File: src/rtl/cmd_pulse_reg_16.sv
// Host register block for 16-bit command/status registers, with a feedback TTL pulse-train generator.
// Writes to FB_CMD start or abort a train; STATUS reports busy and the number of completed pulses.
module cmd_pulse_reg_16 #(
  parameter int ADDR_W = 5
) (
  input  logic              clk,
  input  logic              rst,
  input  logic [15:0]       din,
  input  logic              we,
  input  logic              re,
  input  logic [ADDR_W-1:0] addr,
  output logic [15:0]       dout,
  output logic              thr_en,
  output logic              mua_en,
  output logic              ttl_out,
  output logic              fb_busy,
  output logic              fb_done
);

  localparam int DATA_W = 16;
  localparam int NREG   = 2 ** ADDR_W;

  localparam logic [ADDR_W-1:0] A_CTRL   = ADDR_W'(0);
  localparam logic [ADDR_W-1:0] A_WIDTH  = ADDR_W'(1);
  localparam logic [ADDR_W-1:0] A_GAP    = ADDR_W'(2);
  localparam logic [ADDR_W-1:0] A_COUNT  = ADDR_W'(3);
  localparam logic [ADDR_W-1:0] A_CMD    = ADDR_W'(4);
  localparam logic [ADDR_W-1:0] A_STATUS = ADDR_W'(5);

  typedef enum logic [1:0] {IDLE, HIGH, GAP} state_t;

  state_t            state, state_nxt;
  logic [DATA_W-1:0] regs [NREG];
  logic [15:0]       width_q, width_nxt;
  logic [15:0]       gap_q, gap_nxt;
  logic [15:0]       phase_q, phase_nxt;
  logic [15:0]       rem_q, rem_nxt;
  logic [14:0]       pd_q, pd_nxt;
  logic              done_nxt;
  logic              cmd_wr, start, abort;
  logic [DATA_W-1:0] rd_data;

  // Zero-length phases would stall the counters, so they are stretched to one cycle.
  function automatic logic [15:0] min_one(input logic [15:0] v);
    return (v == 16'd0) ? 16'd1 : v;
  endfunction

  function automatic logic [14:0] sat_inc(input logic [14:0] v);
    return (v == 15'h7FFF) ? v : v + 15'd1;
  endfunction

  assign cmd_wr  = we && (addr == A_CMD);
  assign abort   = cmd_wr && din[1];
  assign start   = cmd_wr && din[0] && !din[1] && (state == IDLE) && (regs[A_COUNT] != 16'd0);

  assign thr_en  = regs[A_CTRL][0];
  assign mua_en  = regs[A_CTRL][1];
  assign ttl_out = (state == HIGH);
  assign fb_busy = (state != IDLE);

  always_comb begin
    case (addr)
      A_CMD:    rd_data = 16'h0000;
      A_STATUS: rd_data = {fb_busy, pd_q};
      default:  rd_data = regs[addr];
    endcase
  end

  always_comb begin
    state_nxt = state;
    width_nxt = width_q;
    gap_nxt   = gap_q;
    phase_nxt = phase_q;
    rem_nxt   = rem_q;
    pd_nxt    = pd_q;
    done_nxt  = 1'b0;
    if (abort) begin
      state_nxt = IDLE;
    end else begin
      case (state)
        IDLE: begin
          if (start) begin
            width_nxt = min_one(regs[A_WIDTH]);
            gap_nxt   = min_one(regs[A_GAP]);
            rem_nxt   = regs[A_COUNT];
            phase_nxt = min_one(regs[A_WIDTH]) - 16'd1;
            pd_nxt    = 15'd0;
            state_nxt = HIGH;
          end
        end
        HIGH: begin
          if (phase_q == 16'd0) begin
            pd_nxt = sat_inc(pd_q);
            if (rem_q == 16'd1) begin
              state_nxt = IDLE;
              done_nxt  = 1'b1;
            end else begin
              rem_nxt   = rem_q - 16'd1;
              phase_nxt = gap_q - 16'd1;
              state_nxt = GAP;
            end
          end else begin
            phase_nxt = phase_q - 16'd1;
          end
        end
        GAP: begin
          if (phase_q == 16'd0) begin
            phase_nxt = width_q - 16'd1;
            state_nxt = HIGH;
          end else begin
            phase_nxt = phase_q - 16'd1;
          end
        end
        default: state_nxt = IDLE;
      endcase
    end
  end

  // Register file, read port and train state all update on the same edge.
  always_ff @(posedge clk) begin
    if (rst) begin
      state   <= IDLE;
      width_q <= 16'd0;
      gap_q   <= 16'd0;
      phase_q <= 16'd0;
      rem_q   <= 16'd0;
      pd_q    <= 15'd0;
      fb_done <= 1'b0;
      dout    <= 16'h0000;
      for (int i = 0; i < NREG; i++) regs[i] <= 16'h0000;
    end else begin
      state   <= state_nxt;
      width_q <= width_nxt;
      gap_q   <= gap_nxt;
      phase_q <= phase_nxt;
      rem_q   <= rem_nxt;
      pd_q    <= pd_nxt;
      fb_done <= done_nxt;
      if (re) dout <= rd_data;
      if (we && (addr != A_CMD) && (addr != A_STATUS)) regs[addr] <= din;
    end
  end

endmodule
File: config.mk
export PLATFORM = sky130hd
export DESIGN_NAME = cmd_pulse_reg_16
export DESIGN_NICKNAME = d
export VERILOG_FILES = /design/src/rtl/cmd_pulse_reg_16.sv
export SDC_FILE = /design/constraint.sdc
export NUM_CORES = 1
export LEC_CHECK = 0
export CAP_MARGIN = 5
export CORE_ASPECT_RATIO = 0.8
export CORE_UTILIZATION = 25
export CTS_BUF_LIST = sky130_fd_sc_hd__clkbuf_16
export CTS_CLUSTER_DIAMETER = 200
export DETAILED_ROUTE_END_ITERATION = 8
export GPL_ROUTABILITY_DRIVEN = 0
export GPL_TIMING_DRIVEN = 0
export PLACE_DENSITY = 0.4
export SYNTH_ARGS = -nofsm -noshare
export SYNTH_HDL_FRONTEND = slang
export SYNTH_SLANG_ARGS = --single-unit
File: constraint.sdc
create_clock -name clk -period 5 [get_ports clk]
set_clock_uncertainty 0.05 [all_clocks]
set_input_delay 0.5 -clock clk [delete_from_list [all_inputs] [get_ports clk]]
set_output_delay 0.5 -clock clk [all_outputs]
set_load 0.03 [all_outputs]
## Word level (Yosys, flattened, before mapping)

Memories as Yosys holds them, arrays and structs flattened.
Cells that the tools add are included.

| word-level totals | value |
|---|---|
| memories kept | 1 |
| input port bits | 25 |
| memory bits (writable) | 512 |
| word-level logic and storage cells | 87 |
| output and inout port bits | 21 |
| flip-flop bits (word level) | 98 |

Memories:

| memory | words | bits a word | read ports | clocked after Yosys merged registers in | wr ports | line | text |
|---|---|---|---|---|---|---|---|
| regs | 32 | 16 | 5 | 0 | 32 | 33 | `logic [DATA_W-1:0] regs [NREG];` |

| cells by class | value |
|---|---|
| bitwise operators | 3 |
| add/sub/neg operators | 6 |
| reductions and logical operators | 25 |
| equal/unequal tests | 14 |
| mux-type cells | 30 |

Operators with widths:

| kind | number |
|---|---|
| 16-bit two-way mux | 10 |
| 16-bit by 1-bit subtractor with 16-bit output (second input constant) | 5 |
| 16-bit one-hot mux with 2 select lines | 2 |
| 16-bit zero test | 3 |
| 16-bit one-hot mux with 3 select lines | 1 |
| 15-bit two-way mux | 3 |
| 15-bit one-hot mux with 2 select lines | 1 |
| 16-bit by 1-bit equality test with 1-bit output (second input constant) | 1 |
| 16-bit nonzero test | 1 |
| 16-bit OR reduction | 1 |
| 15-bit by 1-bit adder with 15-bit output (second input constant) | 1 |
| 15-bit equality test (second input constant) | 1 |
| 5-bit by 3-bit equality test with 1-bit output (second input constant) | 2 |
| 5-bit by 3-bit inequality test with 1-bit output (second input constant) | 2 |
| 5-bit AND reduction | 2 |
| 1-bit logical AND | 8 |
| 2-bit two-way mux | 4 |
| 2-bit inequality test (second input constant) | 4 |
| 1-bit two-way mux | 7 |
| 2-bit one-hot mux with 3 select lines | 1 |
| 3-bit AND reduction | 2 |
| 5-bit two-way mux | 1 |
| 4-bit AND reduction | 1 |
| 2-bit nonzero test | 2 |
| other kinds (10) | 12 |

## Depth between registers and ports, before layout

| depth | value |
|---|---|
| depth after elaboration | 8 |
| depth in mapped cells | 11 |
| gate-level depth less buffers | 10 |

## Worst setup path before layout

No wires, ideal clock.

| timing path | value |
|---|---|
| kind | input to register |
| start | input port addr[1] |
| end | memory regs[25][0], enable pin |
| arrival time | 3064 ps |
| setup slack | 1475 ps |
| stages on the path | 6 |
| path buffers | 2 |
| library setup time | 411 ps |
| data required time | 4539 ps |
| cells stage by stage | buf_2 buf_2 nor2_1 nor3b_1 nand2_1 o21ai_0 |

RTL lines:

| what | line | text |
|---|---|---|
| start: declaration | 11 | `input logic [ADDR_W-1:0] addr,` |
| end: declaration | 33 |  |

## Worst setup path after layout

| timing path | value |
|---|---|
| start | input port addr[1] |
| end | register dout[11] |

| between the ends | value |
|---|---|
| cells in the longest elaborated chain, start to end | 2 |
| elaborated cells between the ends (all ways) | 4 |
| those cells by class | 2 x eq/ne; 1 x mux; 1 x memory |

Ends and longest elaborated chain:

| what | line | text |
|---|---|---|
| memory read 32 x 16 bit / 5-bit by 3-bit equality test with 1-bit output (equally long branches) | - |  |
| 16-bit one-hot mux with 2 select lines * | 62 | `case (addr)` |
| end signal: assignment | 139 | `if (re) dout <= rd_data;` |
| end: declaration | 12 | `output logic [15:0] dout,` |

Every way passes the cells marked *; elsewhere a longest branch is shown, timed or not.
A chain may end at the register's enable or synchronous reset.

==> flow_summary.ini <==
[status]
status = completed

[die]
ios = 46
core_area_um2 = 115000
num_rows = 111
die_height_um = 306
start_util = 0.252
die_w_um = 382
die_area_um2 = 117000

[synth]
synthDistinctLibCells = 70
avgSynthCellArea_um2 = 13.2
synth-async-reset-ratio = 0
synthSimpleGateAreaFrac = 0.169
synth_compound_area_frac = 0.0769
yosys.area_share.adder = 0.00563
synth_edf_count = 512
synth_area_um2 = 28900
yosys_most_used_dff = edfxtp_1
synth-warning-count = 0
synth_largest_area_cell = edfxtp_1
synthCells = 2197
synth_seq_cells = 610
synth_area_leaders = edfxtp_1 (53%), and2_1 (11%), mux4_2 (10%)
muxShareOfSynthArea = 0.112
synth_top_area_frac = 0.532
synth_xor_area_frac = 0.00909
yosysSeqAreaShare = 0.600
synth_top_family_by_area = simple AND/OR/NAND/NOR gates

[global_routing]
grt_pass1_vias = 19200
grt_max_degree = 17
antenna_found_initial = 6
grt-ovfl-total = 0
track_usage = 0.187
grt_pass1_wl_mm = 152

[timing]
final-max-slew-violation-count = 0
setup_viol = 0
postLayoutSetupSlackWorst_ps = 425
fmax_mhz = 219
finalHoldViolCount = 0
tightest_slew_ps = 1400
slew_headroom = 0.0646
period_share = 0.915
rsz0062_at_grt = no
period_minus_slack_ps = 4580

[clocking]
clock_sinks = 610
clockRootBuffer = clkbuf_16
path_clk_slew_ps = 60
insertion_delay_ps = 660
cts-resized-gates = 0
h-tree-depth = 3
cts_buffers = 73
clk_path_buf_depth = 3
hold_buffers = 0
post_cts_buffers = 0
cts_tree = done

[place]
dp_slack_ps = -639
placed_cell_area_um2 = 31800
hpwlAfterDp_mm = 81.3
io_buffers = 26

[power_and_ir_drop]
peakVddDrop_uv = 240
power_density_nw_per_um2 = 387
p_leak_nw = 11.8
p_total_w = 0.0132

[worst_setup_path]
r2r-start = rem_q[7]
worstPathArrival_ps = 5020
required_ps = 5450
reg2reg_slack_ps = 1200
r2r-end = rem_q[6]
end_kind = flip-flop
start_kind = input pin
worstPathMaxFanout = 10
path_class = input pin to flip-flop
reg2reg_depth = 8

[layout]
finalInstanceArea_um2 = 34100
syn2layout_area_growth_pct = 18.1
fillCellCount = 11600
drive_gt1_frac = 0.131
final_nets = 2403

[hold_path]
min_to = regs[16][10]
hp-class = input pin to flip-flop
hp-start = din[10]
hold_depth = 2

[routing]
routed_wl_mm = 110
drt_iter0_drc = 2396
via_count = 19900
route.antenna.remaining_nets = 0
vias_per_cell = 5.04
drc_errors = 0
firstDrtPassIters = 5
wire_per_inst_um = 27.8

[flow_run]
max-cap-violations = 0
[synth_stat cells, types with 17 or more instances]
| master | count |
|---|---|
| nand2_1 | 54 |
| mux2i_1 | 36 |
| mux4_2 | 128 |
| dfxtp_1 | 98 |
| edfxtp_1 | 512 |
| or4_1 | 18 |
| or3_1 | 23 |
| a211oi_1 | 26 |
| o21ai_0 | 61 |
| nand3_1 | 19 |
| a221oi_1 | 17 |
| nor2_1 | 120 |
| nor3_1 | 34 |
| inv_1 | 21 |
| a21oi_1 | 69 |
| a22o_1 | 20 |
| clkbuf_1 | 157 |
| a22oi_1 | 34 |
| nor4_1 | 25 |
| a31oi_1 | 25 |
| and2_1 | 486 |
[layer usage]
metal | global-route usage | part of all wire
met5 | 0 | 0.000064
met2 | 0.257 | 0.41
met1 | 0.269 | 0.46
met4 | 0.0515 | 0.026
met3 | 0.0718 | 0.11
[state kept, by name, summed over array words and instances (netlist names)]
signal   count
pd_q        15
fb_done      1
regs       512
gap_q       16
width_q     16
state        2
rem_q       16
dout        16
phase_q     16
[cells by family (layout without fill, tap and decap cells)]
kind of cell,after synthesis,count (layout)
flops,610,610
xor+xnor,30,30
other cells,1,41
compound gates,328,328
fa+ha+maj,13,13
simple gates,846,846
buf+inv,205,402
mux,164,164
[worst max-delay path, stage by stage]
cell	delay, ps
buf_2	230
buf_2	360
buf_1	900
buf_1	940
mux4_2	470
a221oi_1	860
a31oi_1	390
a21oi_1	240
a211oi_1	90
[power by group]
part	total [W]	internal [W]	switching [W]	leakage, nW
clock network	0.00522	0.00295	0.00227	1.19
registers	0.00595	0.00579	0.000158	5.67
logic	0.00205	0.000632	0.00142	4.91
total	0.0132	0.00937	0.00384	11.8
[worst max path at each step]
| stage | end | cells after the start | slack, ps | from |
|---|---|---|---|---|
| after global placement | regs[23][10] | 6 | -1410 | addr[0] |
| after CTS | regs[10][7] | 8 | 60 | addr[0] |
| final | dout[11] | 9 | 420 | addr[1] |
| after floorplan | regs[25][0] | 6 | 1480 | addr[1] |
| after global routing | dout[14] | 9 | 340 | addr[0] |
| after detailed placement | regs[26][8] | 8 | -640 | addr[0] |
[area by class of cell]
| class | instances | area [um^2] | share of cell area |
|---|---|---|---|
| Clock inverter | 61 | 430 | 0.0126 |
| Timing Repair Buffer | 62 | 792 | 0.0232 |
| Buffer | 184 | 719 | 0.0211 |
| Multi-Input combinational cell | 1413 | 11000 | 0.322 |
| Clock buffer | 74 | 1850 | 0.0542 |
| Inverter | 21 | 78.8 | 0.00231 |
| Antenna cell | 9 | 22.5 | 0.000660 |
| Tap cell | 1525 | 1910 | 0.0559 |
| Sequential cell | 610 | 17300 | 0.508 |
[per-stage QoR]
stage	utilization	std cells	TNS (ps)	hold slack, ps
global placement	0.272	3779	-569420	398
detailed placement	0.277	3813	-52950	405
floorplan	-	2228	0	389
finish	0.298	3959	0	350
global route	0.298	3950	0	363
CTS	0.297	3948	0	311
[cells in the final DEF (no fill, tap or decap), types with 40 or more instances in the layout]
cell type  Yosys  routed
and2_1       486     486
inv_1         21      40
a21oi_1       69      69
edfxtp_1     512     512
mux4_2       128     128
nand2_1       54      54
clkbuf_16      0      74
nor2_1       120     120
clkbuf_1     157     155
dfxtp_1       98      98
Note: power is estimated with default switching activity, not from simulation.
